$ cat src/rtl/uart_cmd_parser_if.sv
// ============================================================================
//  Module      : uart_cmd_parser_if
//  Description : Bundles the UART byte input and the decoded command outputs
//                of the command parser. The slave side is the parser itself;
//                the master side is whatever feeds bytes and consumes commands.
//  Revision    : 1.0  initial release
// ============================================================================
`default_nettype none

interface uart_cmd_parser_if;

    // Byte side, produced by the UART receiver (slow, asynchronous)
    logic        Rx_ACK;
    logic [7:0]  Rx_Data;

    // Command side, produced by the parser in the clk_100MHz domain
    logic        Cmd_Valid;
    logic [7:0]  Cmd_Code;
    logic [15:0] Cmd_Arg;
    logic        Frame_Err;
    logic        Busy;

    modport master (
        output Rx_ACK,
        output Rx_Data,
        input  Cmd_Valid,
        input  Cmd_Code,
        input  Cmd_Arg,
        input  Frame_Err,
        input  Busy
    );

    modport slave (
        input  Rx_ACK,
        input  Rx_Data,
        output Cmd_Valid,
        output Cmd_Code,
        output Cmd_Arg,
        output Frame_Err,
        output Busy
    );

endinterface

`default_nettype wire

$ cat src/rtl/uart_cmd_parser.sv
// ============================================================================
//  Module      : uart_cmd_parser
//  Description : Synchronises the UART byte strobe into clk_100MHz, assembles
//                5-byte frames (HEADER, CMD, ARG_H, ARG_L, CHK), checks the
//                XOR checksum, enforces an inter-byte timeout and emits one
//                command/argument pair per good frame.
//  Revision    : 1.0  initial release
// ============================================================================
`default_nettype none

module uart_cmd_parser #(
    parameter logic [7:0]  HEADER         = 8'hAA,
    parameter int unsigned TIMEOUT_CYCLES = 10_000_000
) (
    input  wire logic        clk_100MHz,
    input  wire logic        Rst,
    uart_cmd_parser_if.slave bus
);

    // ------------------------------------------------------------------------
    // Constants
    // ------------------------------------------------------------------------
    localparam int CNT_W = $clog2(TIMEOUT_CYCLES + 1);

    localparam logic [CNT_W-1:0] CNT_MAX  = CNT_W'(TIMEOUT_CYCLES);
    // Value the counter holds one cycle before it would reach CNT_MAX; the
    // timeout is acted on in that cycle so Frame_Err lands on the same edge
    // that the counter would have hit the limit.
    localparam logic [CNT_W-1:0] CNT_LAST = CNT_W'(TIMEOUT_CYCLES - 1);

    localparam logic [2:0] IDLE    = 3'd0;
    localparam logic [2:0] GET_CMD = 3'd1;
    localparam logic [2:0] GET_AH  = 3'd2;
    localparam logic [2:0] GET_AL  = 3'd3;
    localparam logic [2:0] GET_CHK = 3'd4;

    // ------------------------------------------------------------------------
    // Signals
    // ------------------------------------------------------------------------
    logic             ack_sync1;
    logic             ack_sync2;
    logic             ack_sync3;
    logic             ack_rise;
    logic             byte_stb;
    logic [7:0]       byte_r;

    logic [2:0]       state;
    logic [2:0]       state_next;
    logic             busy;

    logic [CNT_W-1:0] tmo_cnt;
    logic             timeout;

    logic [7:0]       cmd_t;
    logic [7:0]       ah_t;
    logic [7:0]       al_t;
    logic [7:0]       chk_calc;

    logic             cmd_valid_next;
    logic             frame_err_next;
    logic             cmd_valid;
    logic             frame_err;
    logic [7:0]       cmd_code;
    logic [15:0]      cmd_arg;

    // ------------------------------------------------------------------------
    // Byte strobe generation
    // ------------------------------------------------------------------------
    // A held-high Rx_ACK yields a single rise, so one byte gives one strobe.
    assign ack_rise = ack_sync2 & ~ack_sync3;

    // Two-flop synchroniser, edge register, and registered strobe/data capture
    always_ff @(posedge clk_100MHz) begin
        if (Rst) begin
            ack_sync1 <= 1'b0;
            ack_sync2 <= 1'b0;
            ack_sync3 <= 1'b0;
            byte_stb  <= 1'b0;
            byte_r    <= 8'h00;
        end else begin
            ack_sync1 <= bus.Rx_ACK;
            ack_sync2 <= ack_sync1;
            ack_sync3 <= ack_sync2;
            byte_stb  <= ack_rise;
            // Rx_Data is stable while Rx_ACK is high, which covers the rise
            if (ack_rise) begin
                byte_r <= bus.Rx_Data;
            end
        end
    end

    // ------------------------------------------------------------------------
    // Frame FSM
    // ------------------------------------------------------------------------
    assign chk_calc = cmd_t ^ ah_t ^ al_t;

    // A byte arriving in the same cycle as the limit takes priority.
    assign timeout = (state != IDLE) && !byte_stb && (tmo_cnt == CNT_LAST);

    // State register; Busy is registered alongside so it tracks the state
    always_ff @(posedge clk_100MHz) begin
        if (Rst) begin
            state <= IDLE;
            busy  <= 1'b0;
        end else begin
            state <= state_next;
            busy  <= (state_next != IDLE);
        end
    end

    // Next-state: advance only on a byte strobe or on timeout
    always_comb begin
        state_next = state;
        if (byte_stb) begin
            case (state)
                IDLE:    state_next = (byte_r == HEADER) ? GET_CMD : IDLE;
                GET_CMD: state_next = GET_AH;
                GET_AH:  state_next = GET_AL;
                GET_AL:  state_next = GET_CHK;
                GET_CHK: state_next = IDLE;
                default: state_next = IDLE;
            endcase
        end else if (timeout) begin
            state_next = IDLE;
        end
    end

    // Output decode: result pulses for a completed frame or an expired gap
    always_comb begin
        cmd_valid_next = 1'b0;
        frame_err_next = 1'b0;
        if (byte_stb && (state == GET_CHK)) begin
            if (byte_r == chk_calc) begin
                cmd_valid_next = 1'b1;
            end else begin
                frame_err_next = 1'b1;
            end
        end else if (timeout) begin
            frame_err_next = 1'b1;
        end
    end

    // ------------------------------------------------------------------------
    // Datapath registers
    // ------------------------------------------------------------------------
    // Inter-byte timer: idle and every byte restart it, it saturates at limit
    always_ff @(posedge clk_100MHz) begin
        if (Rst) begin
            tmo_cnt <= '0;
        end else if (byte_stb || (state == IDLE) || timeout) begin
            tmo_cnt <= '0;
        end else if (tmo_cnt != CNT_MAX) begin
            tmo_cnt <= tmo_cnt + 1'b1;
        end
    end

    // Frame temporaries: captured byte by byte, dropped on timeout
    always_ff @(posedge clk_100MHz) begin
        if (Rst || timeout) begin
            cmd_t <= 8'h00;
            ah_t  <= 8'h00;
            al_t  <= 8'h00;
        end else if (byte_stb) begin
            case (state)
                GET_CMD: cmd_t <= byte_r;
                GET_AH:  ah_t  <= byte_r;
                GET_AL:  al_t  <= byte_r;
                default: ;
            endcase
        end
    end

    // Output registers: pulses every cycle, command fields only on good frame
    always_ff @(posedge clk_100MHz) begin
        if (Rst) begin
            cmd_valid <= 1'b0;
            frame_err <= 1'b0;
            cmd_code  <= 8'h00;
            cmd_arg   <= 16'h0000;
        end else begin
            cmd_valid <= cmd_valid_next;
            frame_err <= frame_err_next;
            if (cmd_valid_next) begin
                cmd_code <= cmd_t;
                cmd_arg  <= {ah_t, al_t};
            end
        end
    end

    assign bus.Cmd_Valid = cmd_valid;
    assign bus.Cmd_Code  = cmd_code;
    assign bus.Cmd_Arg   = cmd_arg;
    assign bus.Frame_Err = frame_err;
    assign bus.Busy      = busy;

endmodule

`default_nettype wire
$ cat src/flat_wrapper.sv
// flat-port wrapper written by rule: the top's interface ports become plain ports
module uart_cmd_parser_flat 
#(
    parameter logic [7:0]  HEADER         = 8'hAA,
    parameter int unsigned TIMEOUT_CYCLES = 10_000_000
)
  (clk_100MHz, Rst, bus_Rx_ACK, bus_Rx_Data, bus_Cmd_Valid, bus_Cmd_Code, bus_Cmd_Arg, bus_Frame_Err, bus_Busy);
  uart_cmd_parser_if bus_i ();
  input  wire logic clk_100MHz;
  input  wire logic Rst;
  input wire logic [$bits(bus_i.Rx_ACK)-1:0] bus_Rx_ACK;
  input wire logic [$bits(bus_i.Rx_Data)-1:0] bus_Rx_Data;
  output wire logic [$bits(bus_i.Cmd_Valid)-1:0] bus_Cmd_Valid;
  output wire logic [$bits(bus_i.Cmd_Code)-1:0] bus_Cmd_Code;
  output wire logic [$bits(bus_i.Cmd_Arg)-1:0] bus_Cmd_Arg;
  output wire logic [$bits(bus_i.Frame_Err)-1:0] bus_Frame_Err;
  output wire logic [$bits(bus_i.Busy)-1:0] bus_Busy;
  assign bus_i.Rx_ACK = bus_Rx_ACK;
  assign bus_i.Rx_Data = bus_Rx_Data;
  assign bus_Cmd_Valid = bus_i.Cmd_Valid;
  assign bus_Cmd_Code = bus_i.Cmd_Code;
  assign bus_Cmd_Arg = bus_i.Cmd_Arg;
  assign bus_Frame_Err = bus_i.Frame_Err;
  assign bus_Busy = bus_i.Busy;
  uart_cmd_parser #(.HEADER(HEADER), .TIMEOUT_CYCLES(TIMEOUT_CYCLES)) u_core (.clk_100MHz(clk_100MHz), .Rst(Rst), .bus(bus_i));
endmodule
$ cat config.mk
export PLATFORM = sky130hd
export DESIGN_NAME = uart_cmd_parser_flat
export DESIGN_NICKNAME = d
export VERILOG_FILES = /design/src/rtl/uart_cmd_parser_if.sv /design/src/rtl/uart_cmd_parser.sv /design/src/flat_wrapper.sv
export SDC_FILE = /design/constraint.sdc
export NUM_CORES = 1
export LEC_CHECK = 0
export CAP_MARGIN = 20
export CORE_MARGIN = 5
export CORE_UTILIZATION = 37
export CTS_BUF_LIST = sky130_fd_sc_hd__clkbuf_8
export DETAILED_ROUTE_END_ITERATION = 10
export GPL_TIMING_DRIVEN = 1
export PLACE_DENSITY = 0.56
export SYNTH_ARGS = -nofsm -noshare
export SYNTH_HDL_FRONTEND = slang
export SYNTH_SLANG_ARGS = --single-unit
export TNS_END_PERCENT = 1
$ cat constraint.sdc
create_clock -name clk_100MHz -period 2.9 [get_ports clk_100MHz]
set_clock_uncertainty 0.05 [all_clocks]
set_input_delay 0.29 -clock clk_100MHz [delete_from_list [all_inputs] [get_ports clk_100MHz]]
set_output_delay 0.29 -clock clk_100MHz [all_outputs]
set_load 0.1 [all_outputs]
# Word-level counts from Yosys, hierarchy flattened
# Index checks and enable logic that the tools add are counted.
[classes] add_sub_neg=1 bitwise=4 n_eq_ne=8 muxes=9 n_reduce_logical=14
[ops] operator="$add 24x1->24 const B" n=1
[ops] operator="$eq 24x24->1 const B" n=1
[ops] operator="$ne 24x24->1 const B" n=1
[ops] operator="$xor 8x8->8" n=2
[ops] operator="$pmux 3 s4" n=1
[ops] operator="$eq 8x8->1" n=1
[ops] operator="$eq 8x8->1 const B" n=1
[ops] operator="$eq 3x2->1 const B" n=2
[ops] operator="$mux 1" n=6
[ops] operator="$mux 3" n=2
[ops] operator="$reduce_and 2->1" n=3
[ops] operator="$reduce_bool 3->1" n=2
[ops] operator="$eq 3x1->1 const B" n=1
[ops] operator="$eq 3x3->1 const B" n=1
[ops] operator="$logic_and 1x1->1" n=3
[ops] operator="$logic_not 3->1" n=1
[ops] operator="$logic_or 1x1->1" n=3
[ops] operator="$reduce_or 2->1" n=1
[ops] operator="$and 1x1->1" n=1
[ops] operator="$logic_not 1->1" n=1
[ops] operator="$not 1->1" n=1
[word_totals] ff_bits=90 output_inout_bits=27

# Depth between registers and ports, before layout
# Gate-level depths: netlist of run 1.
[logic_depth] word_depth=6 mapped_depth=8

# Worst setup path before layout of run 1
# OpenSTA, ideal clock, no wires.
[synth_path] path_kind="flip-flop to flip-flop" start="register u_core.tmo_cnt[1]" end="register u_core.tmo_cnt[20]" period_less_slack_ns=1.864 setup_time_ns=0.116 path_slack_ns=1.036 path_stages_with_launch=8 path_buffers=1 arrival_time_ns=1.699 cell_sequence="dfxtp_1 ha_1 nand2_1 or4_1 buf_6 nor4b_4 xnor2_1 nor2_2"
[synth_via] elab_chain_cells=4 elab_cells_between_ends=6 classes_between="add/sub: 1; eq/ne: 2; reduce/logical: 3"
[synth_rtl] item="start: declaration" line_no="uart_cmd_parser.sv:51" rtl="logic [CNT_W-1:0] tmo_cnt;"
[synth_rtl] item="start signal: assignment" line_no="uart_cmd_parser.sv:153" rtl="tmo_cnt <= tmo_cnt + 1'b1;"
[synth_rtl] item="branches (longest 4 deep; another with $add 24x1->24)"
# Parallel ways; which one is timed is not known.
# A chain may end at the register's enable or synchronous reset.

# Worst setup path after layout of run 1
[layout_path] start="register u_core.tmo_cnt[15]" end="register u_core.ah_t[7]"
[layout_via] elab_chain_cells=3
[layout_rtl] item="$eq 24x24->1" line_no="uart_cmd_parser.sv:98" rtl="assign timeout = (state != IDLE) && !byte_stb && (tmo_cnt == CNT_LAST);"
[layout_rtl] item="$logic_and 1x1->1" line_no="uart_cmd_parser.sv:98"
[layout_rtl] item="$logic_or 1x1->1" line_no="uart_cmd_parser.sv:159" rtl="if (Rst || timeout) begin"
[layout_rtl] item="end signal: assignment" line_no="uart_cmd_parser.sv:166" rtl="GET_AH: ah_t <= byte_r;"
[layout_rtl] item="end: declaration" line_no="uart_cmd_parser.sv:55" rtl="logic [7:0] ah_t;"
# No other way between the ends.

==> results of run 1 <==
-- power by group through the flow --
stage | sequential, uW | clock (uW) | combinational [uW]
5_1_grt | 1250 | 1050 | 77.9
3_5_place_dp | 1280 | 0 | 73.0
6_report | 1250 | 960 | 72.3
3_3_place_gp | 1280 | 0 | 71.7
4_1_cts | 1250 | 992 | 73.0
2_1_floorplan | 1270 | 0 | 43.7
-- through the flow --
step	worst slack, ns	instance area (um^2)
2_1_floorplan	1.036	4006
3_3_place_gp	0.8587	4442
3_5_place_dp	0.8107	4442
4_1_cts	0.7924	4671
5_1_grt	0.6590	4671
6_report	0.8256	4671
-- cell type report --
class,instances,area [um^2],share of cell area
Multi-Input combinational cell,328,2077,0.4447
Sequential cell,90,1802,0.3857
Timing Repair Buffer,45,357.8,0.07661
Tap cell,140,175.2,0.03750
Clock buffer,11,151.4,0.03241
Clock inverter,5,77.57,0.01661
Inverter,8,30.03,0.006429
-- path summary, 6_finish.rpt --
check                                        to  cells past startpoint
worst max-delay path             u_core.ah_t[7]                      6
worst min-delay path            u_core.byte_stb                      1
worst max register to register   u_core.ah_t[7]                      6
worst min register to register  u_core.byte_stb                      1
-- routing by layer --
layer | up-vias | track usage | wire, um
met1 | 1393 | 0.1861 | 4217
met3 | 9 | 0.03224 | 319
met4 | 0 | 0.05226 | 108
met2 | 47 | 0.2225 | 4010
li1 | 1553 | - | -
met5 | - | 0 | 0
-- cell usage in the layout (no fill, tap or decap), types with 2 or more instances in the layout --
cell | synthesis | final
a21oi_1 | 29 | 29
and2_1 | 2 | 2
and3_1 | 3 | 3
buf_4 | 0 | 35
bufinv_16 | 0 | 2
clkbuf_8 | 0 | 11
clkdlybuf4s50_1 | 0 | 9
dfxtp_1 | 90 | 90
ha_1 | 2 | 2
inv_1 | 8 | 9
mux2i_1 | 33 | 33
nand2_1 | 60 | 60
nand2b_1 | 49 | 49
nand3_1 | 12 | 12
nand4_1 | 10 | 10
nor2_1 | 41 | 41
nor2b_1 | 7 | 7
nor3_1 | 8 | 8
nor4_1 | 3 | 3
nor4b_4 | 2 | 2
o21ai_0 | 2 | 2
or4_1 | 3 | 3
xnor2_1 | 32 | 32
xor2_1 | 15 | 15
-- flip-flops by register name, indices dropped and copies added, names as in the netlist, 3 cells and up --
signal	cells
u_core.bus.Cmd_Arg	16
u_core.al_t	8
u_core.bus.Cmd_Code	8
u_core.state	3
u_core.tmo_cnt	24
u_core.byte_r	8
u_core.cmd_t	8
u_core.ah_t	8
-- cell families (layout without fill, tap and decap cells) --
kind of cell               Yosys count  count (layout)  share of synthesized area
muxes                               33              33                    0.08245
buffers and inverters               28              69                    0.03341
AOI/OAI and AO/OA                   36              36                    0.04903
adders and majority gates            2               2                   0.006245
xor gates and xnor gates            47              47                     0.1027
DFF                                 90              90                     0.4497
and+or+nand+nor                    210             210                     0.2764
==> results.json, run 1 <==
{
  "outcome": "finished, final reports clean",
  "rrSetupSlack_ns": 0.83,
  "routedWlPerCell_um": 13.81,
  "hp-class": "flip-flop to flip-flop",
  "grt_max_degree": 43,
  "ys_async_sr_fraction": 0,
  "ys_ff_latch": 90,
  "timing.critical_path.buf_inv": 1,
  "antenna_found_initial": 0,
  "dp_hpwl_um": 6134,
  "die_x_um": 114.1,
  "required_ns": 3.09,
  "netlist.area_leader.share": 0.4497,
  "path_cells": "nor4bb_1 -> nand3_1 -> nor4_2 -> a21o_1 -> buf_4 -> a21oi_1",
  "numCtsBuffers": 9,
  "utilization": 0.4347,
  "initial_utilization": 0.3728,
  "worst_pin_slew_ns": 0.8713,
  "cp_max_fo": 24,
  "p_clk_frac": 0.421,
  "vias_per_cell": 4.788,
  "rsz0062_at_grt": "no",
  "slew_violations": 0,
  "synthFlopType": "dfxtp_1",
  "setup_tns_ns": 0,
  "cts_setup_buffers": 0,
  "dp.cells": 611,
  "port_buffers": 37,
  "yosysSeqAreaShare": 0.4497,
  "clk_pin_slew_ns": 0.08,
  "grt_pass1_vias": 2983,
  "synth_top_cell_by_area": "dfxtp_1",
  "netlist_area_um2": 4006,
  "htreeDepth": 3,
  "synth_edf_count": 0,
  "critPathLaunch": "u_core.tmo_cnt[15]",
  "holdWs_ns": 0.3612,
  "max_slew_margin": 0.4179,
  "syn_nets": 459,
  "gr-total-overflow": 0,
  "fill_cells": 1100,
  "clock_latency_ns": 0.36,
  "irDropWorstVdd_mv": 0.2582,
  "drc": 0,
  "p_sw_frac": 0.2075,
  "drtAntennaViolNets": 0,
  "p_sw_uw": 472.9,
  "seqPwrFrac": 0.547,
  "finalNetCount": 495,
  "power.total_uw": 2279,
  "pin_count": 38,
  "start_kind": "flip-flop",
  "core_region_area_um2": 10750,
  "power_density_nw_per_um2": 488.0,
  "yosysWarnings": 0,
  "hold_buffers": 0,
  "worstPathArrival_ns": 2.26,
  "fin_crit_sh": 0.7153,
  "postCtsResizedCells": 0,
  "synth.area.top_cells": "dfxtp_1 (45%), mux2i_1 (8.2%), nand2b_1 (7.7%)",
  "stdcell_count": 627,
  "dieArea_um2": 13010,
  "grt_pass1_wl_um": 14530,
  "n_antenna_cell": 0,
  "gr-usage-all-layers": 0.1401,
  "syn_to_final_growth_pct": 16.58,
  "postSynthCellCount": 446,
  "intPower_uw": 1807,
  "routed_wl_um": 8657,
  "reg2reg_from": "u_core.tmo_cnt[15]",
  "fmax_ghz": 0.4821,
  "hp-start": "u_core.ack_sync3",
  "finalCriticalPeriod_ns": 2.074,
  "slowest_stage": "nor4_2",
  "drt-pass1-iter-count": 5,
  "final-hold-violation-count": 0,
  "setup-violations-final": 0,
  "core.rowCount": 38,
  "drive_above_1_share": 0.1211,
  "p_comb_frac": 0.032,
  "clock-root-buffer": "clkbuf_8",
  "avgSynthCellArea_um2": 8.983,
  "dieHeight_um": 114.1,
  "cts_tree": "yes",
  "drt_iter0_drc": 185,
  "ys_top_cells_by_count": "dfxtp_1 (90), nand2_1 (60), nand2b_1 (49)",
  "gp_congestion": 0.7798,
  "cap_viol_max_count": 0,
  "crit_path_end_kind": "flip-flop",
  "leakagePower_uw": 0.001561,
  "clk_path_buf_depth": 2,
  "cts_sinks": 90,
  "path_class": "flip-flop to flip-flop",
  "yosysMostFrequentCell": "dfxtp_1",
  "vias": 3002,
  "critical_path.top_delay_family": "simple AND/OR/NAND/NOR gates",
  "synth_cell_types": 38,
  "cpPeakStageDelay_ns": 0.44
}
No activity file was read; power rests on OpenSTA's default activity.
==> run 2, diff against run 1 <==
==> constraint.sdc (replaced) <==
create_clock -name clk_100MHz -period 1.95 [get_ports clk_100MHz]
set_clock_uncertainty 0.05 [all_clocks]
set_input_delay 0.195 -clock clk_100MHz [delete_from_list [all_inputs] [get_ports clk_100MHz]]
set_output_delay 0.195 -clock clk_100MHz [all_outputs]
set_load 0.1 [all_outputs]
==> run 2 against run 1 <==
Against the previous run: clock power increased by 28%; fmax rose by 12%; non-clock buffer count increased by 24; via count grew 2.7%; wire length shrank 0.68%; flip-flop and latch count did not move.
==> results.json, run 2 (synthesized netlist as in run 1, its figures left out) <==
{
  "cp_common_cell": "xnor2_1",
  "start_kind": "flip-flop",
  "worst_pin_slew_ns": 0.4577,
  "setup_slack_ns": 0.09246,
  "drt-pass1-iter-count": 4,
  "htreeDepth": 3,
  "irDropWorstVdd_mv": 0.3075,
  "setup-violations-final": 0,
  "hold_buffers": 0,
  "final-hold-violation-count": 0,
  "pre_cts_ws_ns": -0.04798,
  "leakagePower_uw": 0.001680,
  "clk_path_buf_depth": 2,
  "largest_register_ffs": 24,
  "antenna_found_initial": 0,
  "finalNetCount": 519,
  "dp.cells": 635,
  "numCtsBuffers": 9,
  "grt_pass1_wl_um": 14550,
  "dp_hpwl_um": 6302,
  "power_density_nw_per_um2": 657.2,
  "vias_per_cell": 4.736,
  "gr-usage-all-layers": 0.1395,
  "cpPeakStageDelay_ns": 0.42,
  "n_antenna_cell": 0,
  "routed_wl_um": 8598,
  "drive_above_1_share": 0.1742,
  "path_class": "flip-flop to flip-flop",
  "vias": 3083,
  "cap_viol_max_count": 0,
  "port_buffers": 37,
  "grt_max_degree": 38,
  "required_ns": 2.19,
  "routedWlPerCell_um": 13.21,
  "hp-class": "input pin to flip-flop",
  "pin_count": 38,
  "clock-root-buffer": "clkbuf_8",
  "mostFrequentLayoutCell": "dfxtp_1",
  "crit_path_end_kind": "flip-flop",
  "core_region_area_um2": 10750,
  "drc": 0,
  "clk_pin_slew_ns": 0.09,
  "path_cells": "xnor2_1 -> xnor2_1 -> nand4_1 -> nor3_4 -> buf_4 -> mux2i_1",
  "drtAntennaViolNets": 0,
  "worstPathArrival_ns": 2.10,
  "setup_tns_ns": 0,
  "rsz0062_at_grt": "no",
  "core.rowCount": 38,
  "initial_utilization": 0.3728,
  "fmax_ghz": 0.5383,
  "dieArea_um2": 13010,
  "syn_to_final_growth_pct": 21.58,
  "cp_max_fo": 8,
  "slowest_stage": "dfxtp_1",
  "slew_violations": 0,
  "fin_crit_sh": 0.9526,
  "drt_iter0_drc": 174,
  "final_cell_mix": "dfxtp_1 (88), nand2_1 (60), buf_4 (56)",
  "die_x_um": 114.1,
  "power.total_uw": 3201,
  "cts_tree": "yes",
  "max_slew_margin": 0.6925,
  "outcome": "finished, final reports clean",
  "stdcell_count": 651,
  "dieHeight_um": 114.1,
  "gr-total-overflow": 0,
  "gp_congestion": 0.7721,
  "grt_pass1_vias": 3075,
  "clock_latency_ns": 0.37,
  "cts_sinks": 90,
  "largest_register": "u_core.tmo_cnt",
  "rrSetupSlack_ns": 0.09,
  "finalCriticalPeriod_ns": 1.858
}
==> run 2: power by group <==
group | total, uW | switching [uW] | internal (uW)
combinational | 115 | 53.0 | 61.6
sequential | 1850 | 9.83 | 1840
clock | 1230 | 654 | 579
==> run 2: what timing repair did <==
action / 4_1_cts / 5_1_grt
hold endpoints to repair: 0 / 0
endpoints found under the setup margin: 3 / 51
pin swaps: 0 / 4
buffers inserted: 0 / 0
resized for setup: 1 / 6
==> run 2: worst paths after layout <==
kind | start | endpoint | depth (start not counted)
max | u_core.cmd_t[5] | u_core.bus.Cmd_Arg[14] | 6
min | Rst | u_core.bus.Cmd_Arg[4] | 3
max reg2reg | u_core.cmd_t[5] | u_core.bus.Cmd_Arg[14] | 6
min reg2reg | u_core.ack_sync3 | u_core.byte_stb | 1
==> run 2: routing by layer <==
metal  vias to the layer above  part of all wire  global-route usage  routed length (um)
met1                      1435              0.49              0.1803                4238
met4                         0             0.024             0.06572                 207
met2                        39              0.45              0.2209                3873
li1                       1593                 -                   -                   -
met3                        16             0.032             0.03171                 278
met5                         -                 0                   0                   0
==> run 2: final cells by class <==
class                   count  area [um^2]
clock buffers               9        123.9
clock inverters             7        62.56
fillers                  1085         5874
inverters                   8        30.03
multi-input cells         328         2100
flip-flops and latches     90         1804
well taps                 140        175.2
repair buffers             69        575.6
==> run 2: worst max-delay path: cells and delay by family (launching register included) <==
kind | cells | cell delay [ns]
flip-flops | 1 | 0.42
buffers and inverters | 1 | 0.24
XOR/XNOR | 2 | 0.33
multiplexers | 1 | 0.21
AND/OR/NAND/NOR | 2 | 0.53
==> run 2: per-stage QoR <==
stage | instance area (um^2) | utilization | hold slack, ns
after floorplan | 4006 | - | 0.2732
final | 4871 | 0.4533 | 0.1536
after CTS | 4850 | 0.4513 | 0.1456
after detailed placement | 4659 | 0.4336 | 0.3552
after global routing | 4871 | 0.4533 | 0.1786
after global placement | 4659 | 0.4336 | 0.3547
==> run 3, diff against run 2 <==
--- a/config.mk
+++ b/config.mk
@@ -11,7 +11,7 @@
 export CTS_BUF_LIST = sky130_fd_sc_hd__clkbuf_8
 export DETAILED_ROUTE_END_ITERATION = 10
 export GPL_TIMING_DRIVEN = 1
-export PLACE_DENSITY = 0.56
+export PLACE_DENSITY = 0.58
 export SYNTH_ARGS = -nofsm -noshare
 export SYNTH_HDL_FRONTEND = slang
 export SYNTH_SLANG_ARGS = --single-unit
==> constraint.sdc (replaced) <==
create_clock -name clk_100MHz -period 1.7 [get_ports clk_100MHz]
set_clock_uncertainty 0.05 [all_clocks]
set_input_delay 0.17 -clock clk_100MHz [delete_from_list [all_inputs] [get_ports clk_100MHz]]
set_output_delay 0.17 -clock clk_100MHz [all_outputs]
set_load 0.1 [all_outputs]
==> run 3 against run 2 <==
Against the previous run: the run now ends with setup timing left; sequential power is 15% higher; register-to-register slack worse by 0.23 ns; design area is 19% higher; flip-flop and latch count stayed put; clock-buffer cell count stayed put; wire length is 9.6% higher; via count is 6.5% higher; non-clock buffer count is 46 higher; critical path type unchanged; largest power group unchanged.
==> results.json, run 3 (synthesized netlist as in run 1, its figures left out) <==
{
  "failed_checks": "setup timing",
  "pin_count": 38,
  "grt_pass1_wl_um": 15390,
  "rr_endpoint": "u_core.tmo_cnt[9]",
  "setup-violations-final": 45,
  "gp_congestion": 0.8346,
  "clk_path_buf_depth": 2,
  "path_class": "flip-flop to flip-flop",
  "clock_latency_ns": 0.36,
  "reg2reg_from": "u_core.tmo_cnt[0]",
  "drt-pass1-iter-count": 4,
  "fin_crit_sh": 1.079,
  "syn_to_final_growth_pct": 44.97,
  "leakagePower_uw": 0.002052,
  "max_slew_margin": 0.6969,
  "grt_max_degree": 38,
  "core.rowCount": 38,
  "clk_pin_slew_ns": 0.09,
  "crit_path_end_kind": "flip-flop",
  "n_antenna_cell": 0,
  "finalCriticalPeriod_ns": 1.835,
  "setup_slack_ns": -0.1349,
  "final-hold-violation-count": 0,
  "drtAntennaViolNets": 0,
  "worst_pin_slew_ns": 0.4530,
  "gr-usage-all-layers": 0.1459,
  "largest_register_ffs": 24,
  "holdWs_ns": 0.2529,
  "slew_violations": 0,
  "initial_utilization": 0.3728,
  "antenna_found_initial": 0,
  "wl_met1_um": 4589,
  "numCtsBuffers": 9,
  "drc": 0,
  "vias": 3283,
  "worstPathArrival_ns": 2.09,
  "cts_sinks": 90,
  "mostFrequentLayoutCell": "buf_4",
  "core_region_area_um2": 10750,
  "top_layer": "met4",
  "rsz0062_at_grt": "yes",
  "dieHeight_um": 114.1,
  "hp-class": "input pin to flip-flop",
  "finalNetCount": 565,
  "cts_tree": "yes",
  "outcome": "finished with violations",
  "routed_wl_um": 9424,
  "dieArea_um2": 13010,
  "ff2ff_path_depth": 7,
  "endpoint": "u_core.tmo_cnt[9]",
  "fmax_ghz": 0.5450,
  "hold_buffers": 0,
  "required_ns": 1.95,
  "cp_max_fo": 6,
  "final_cell_mix": "buf_4 (73), dfxtp_1 (71), nand2_1 (59)",
  "clock-root-buffer": "clkbuf_8",
  "drt_iter0_drc": 149,
  "met2_wirelength_um": 4455,
  "routedWlPerCell_um": 13.52,
  "dp_hpwl_um": 6593,
  "setup_tns_ns": -2.866,
  "rrSetupSlack_ns": -0.13,
  "die_x_um": 114.1,
  "irDropWorstVdd_mv": 0.3381,
  "largest_register": "u_core.tmo_cnt",
  "power_density_nw_per_um2": 641.7,
  "critPathLaunch": "u_core.tmo_cnt[0]",
  "port_buffers": 37,
  "htreeDepth": 3,
  "gr-total-overflow": 0,
  "drive_above_1_share": 0.3285,
  "start_kind": "flip-flop",
  "grt_pass1_vias": 3237,
  "power.total_uw": 3727,
  "vias_per_cell": 4.710,
  "routed-wl-met3_um": 271,
  "cap_viol_max_count": 0
}
==> run 3: cell types whose count changed in the layout (fill, tap and decap cells not counted), moves of 6 or more <==
| cell | before | now |
|---|---|---|
| buf_12 | 3 | 29 |
| nor2_1 | 41 | 25 |
| nor2_4 | 0 | 6 |
| buf_4 | 56 | 73 |
| nor2_2 | 1 | 11 |
| dfxtp_1 | 88 | 71 |
| dfxtp_2 | 2 | 17 |
==> run 3: per-stage QoR <==
stage	setup slack, ns	std cells	util	cell area [um^2]
after global routing	-0.1819	697	0.5405	5808
after floorplan	-0.06712	446	-	4043
after detailed placement	-0.2045	678	0.4966	5336
after global placement	-0.1349	678	0.4966	5336
final	-0.1349	697	0.5405	5808
after CTS	-0.08854	694	0.5205	5593
==> run 3: area by class of cell <==
type	instances	area (um^2)
Clock inverter	7	70.07
Inverter	8	30.03
Sequential cell	90	1831
Tap cell	140	175.2
Clock buffer	9	123.9
Multi-Input combinational cell	328	2293
Timing Repair Buffer	115	1285
Fill cell	1009	4937
==> run 3: worst min path at each step <==
stage | from | endpoint | slack (ns) | cells past startpoint
2_1_floorplan | bus_Rx_ACK | u_core.ack_sync1 | 0.25 | 1
3_3_place_gp | u_core.ack_sync3 | u_core.byte_stb | 0.35 | 1
3_5_place_dp | u_core.ack_sync3 | u_core.byte_stb | 0.35 | 1
4_1_cts | Rst | u_core.tmo_cnt[20] | 0.24 | 4
5_1_grt | Rst | u_core.byte_r[2] | 0.25 | 3
6_report | Rst | u_core.byte_r[2] | 0.25 | 3
==> run 3: report_power, final <==
part           total, uW  internal, uW  switching, uW
Combinational        145          80.4           64.4
Sequential          2120          2110           10.9
Clock               1460           677            781
Total               3730          2870            856
==> run 3: timing repair <==
item | CTS | global route
pin swaps | 6 | 16
endpoints found under the hold margin | 0 | 0
gates resized for setup | 17 | 43
buffers inserted | 0 | 1
cloned | 0 | 3
endpoints found under the setup margin | 74 | 75
==> run 3: layer usage <==
layer / GRT usage / vias up
li1: - / 1687
met1: 0.2042 / 1546
met2: 0.2272 / 40
met3: 0.02907 / 10
met4: 0.04513 / 0
met5: 0 / -
==> run 3: worst max-delay path, stage by stage (launching register included) <==
cell,delay (ns)
dfxtp_4,0.37
ha_4,0.16
and2_4,0.16
nand2_4,0.08
nor4_4,0.05
or4_4,0.60
clkbuf_16,0.20
nor2_2,0.10
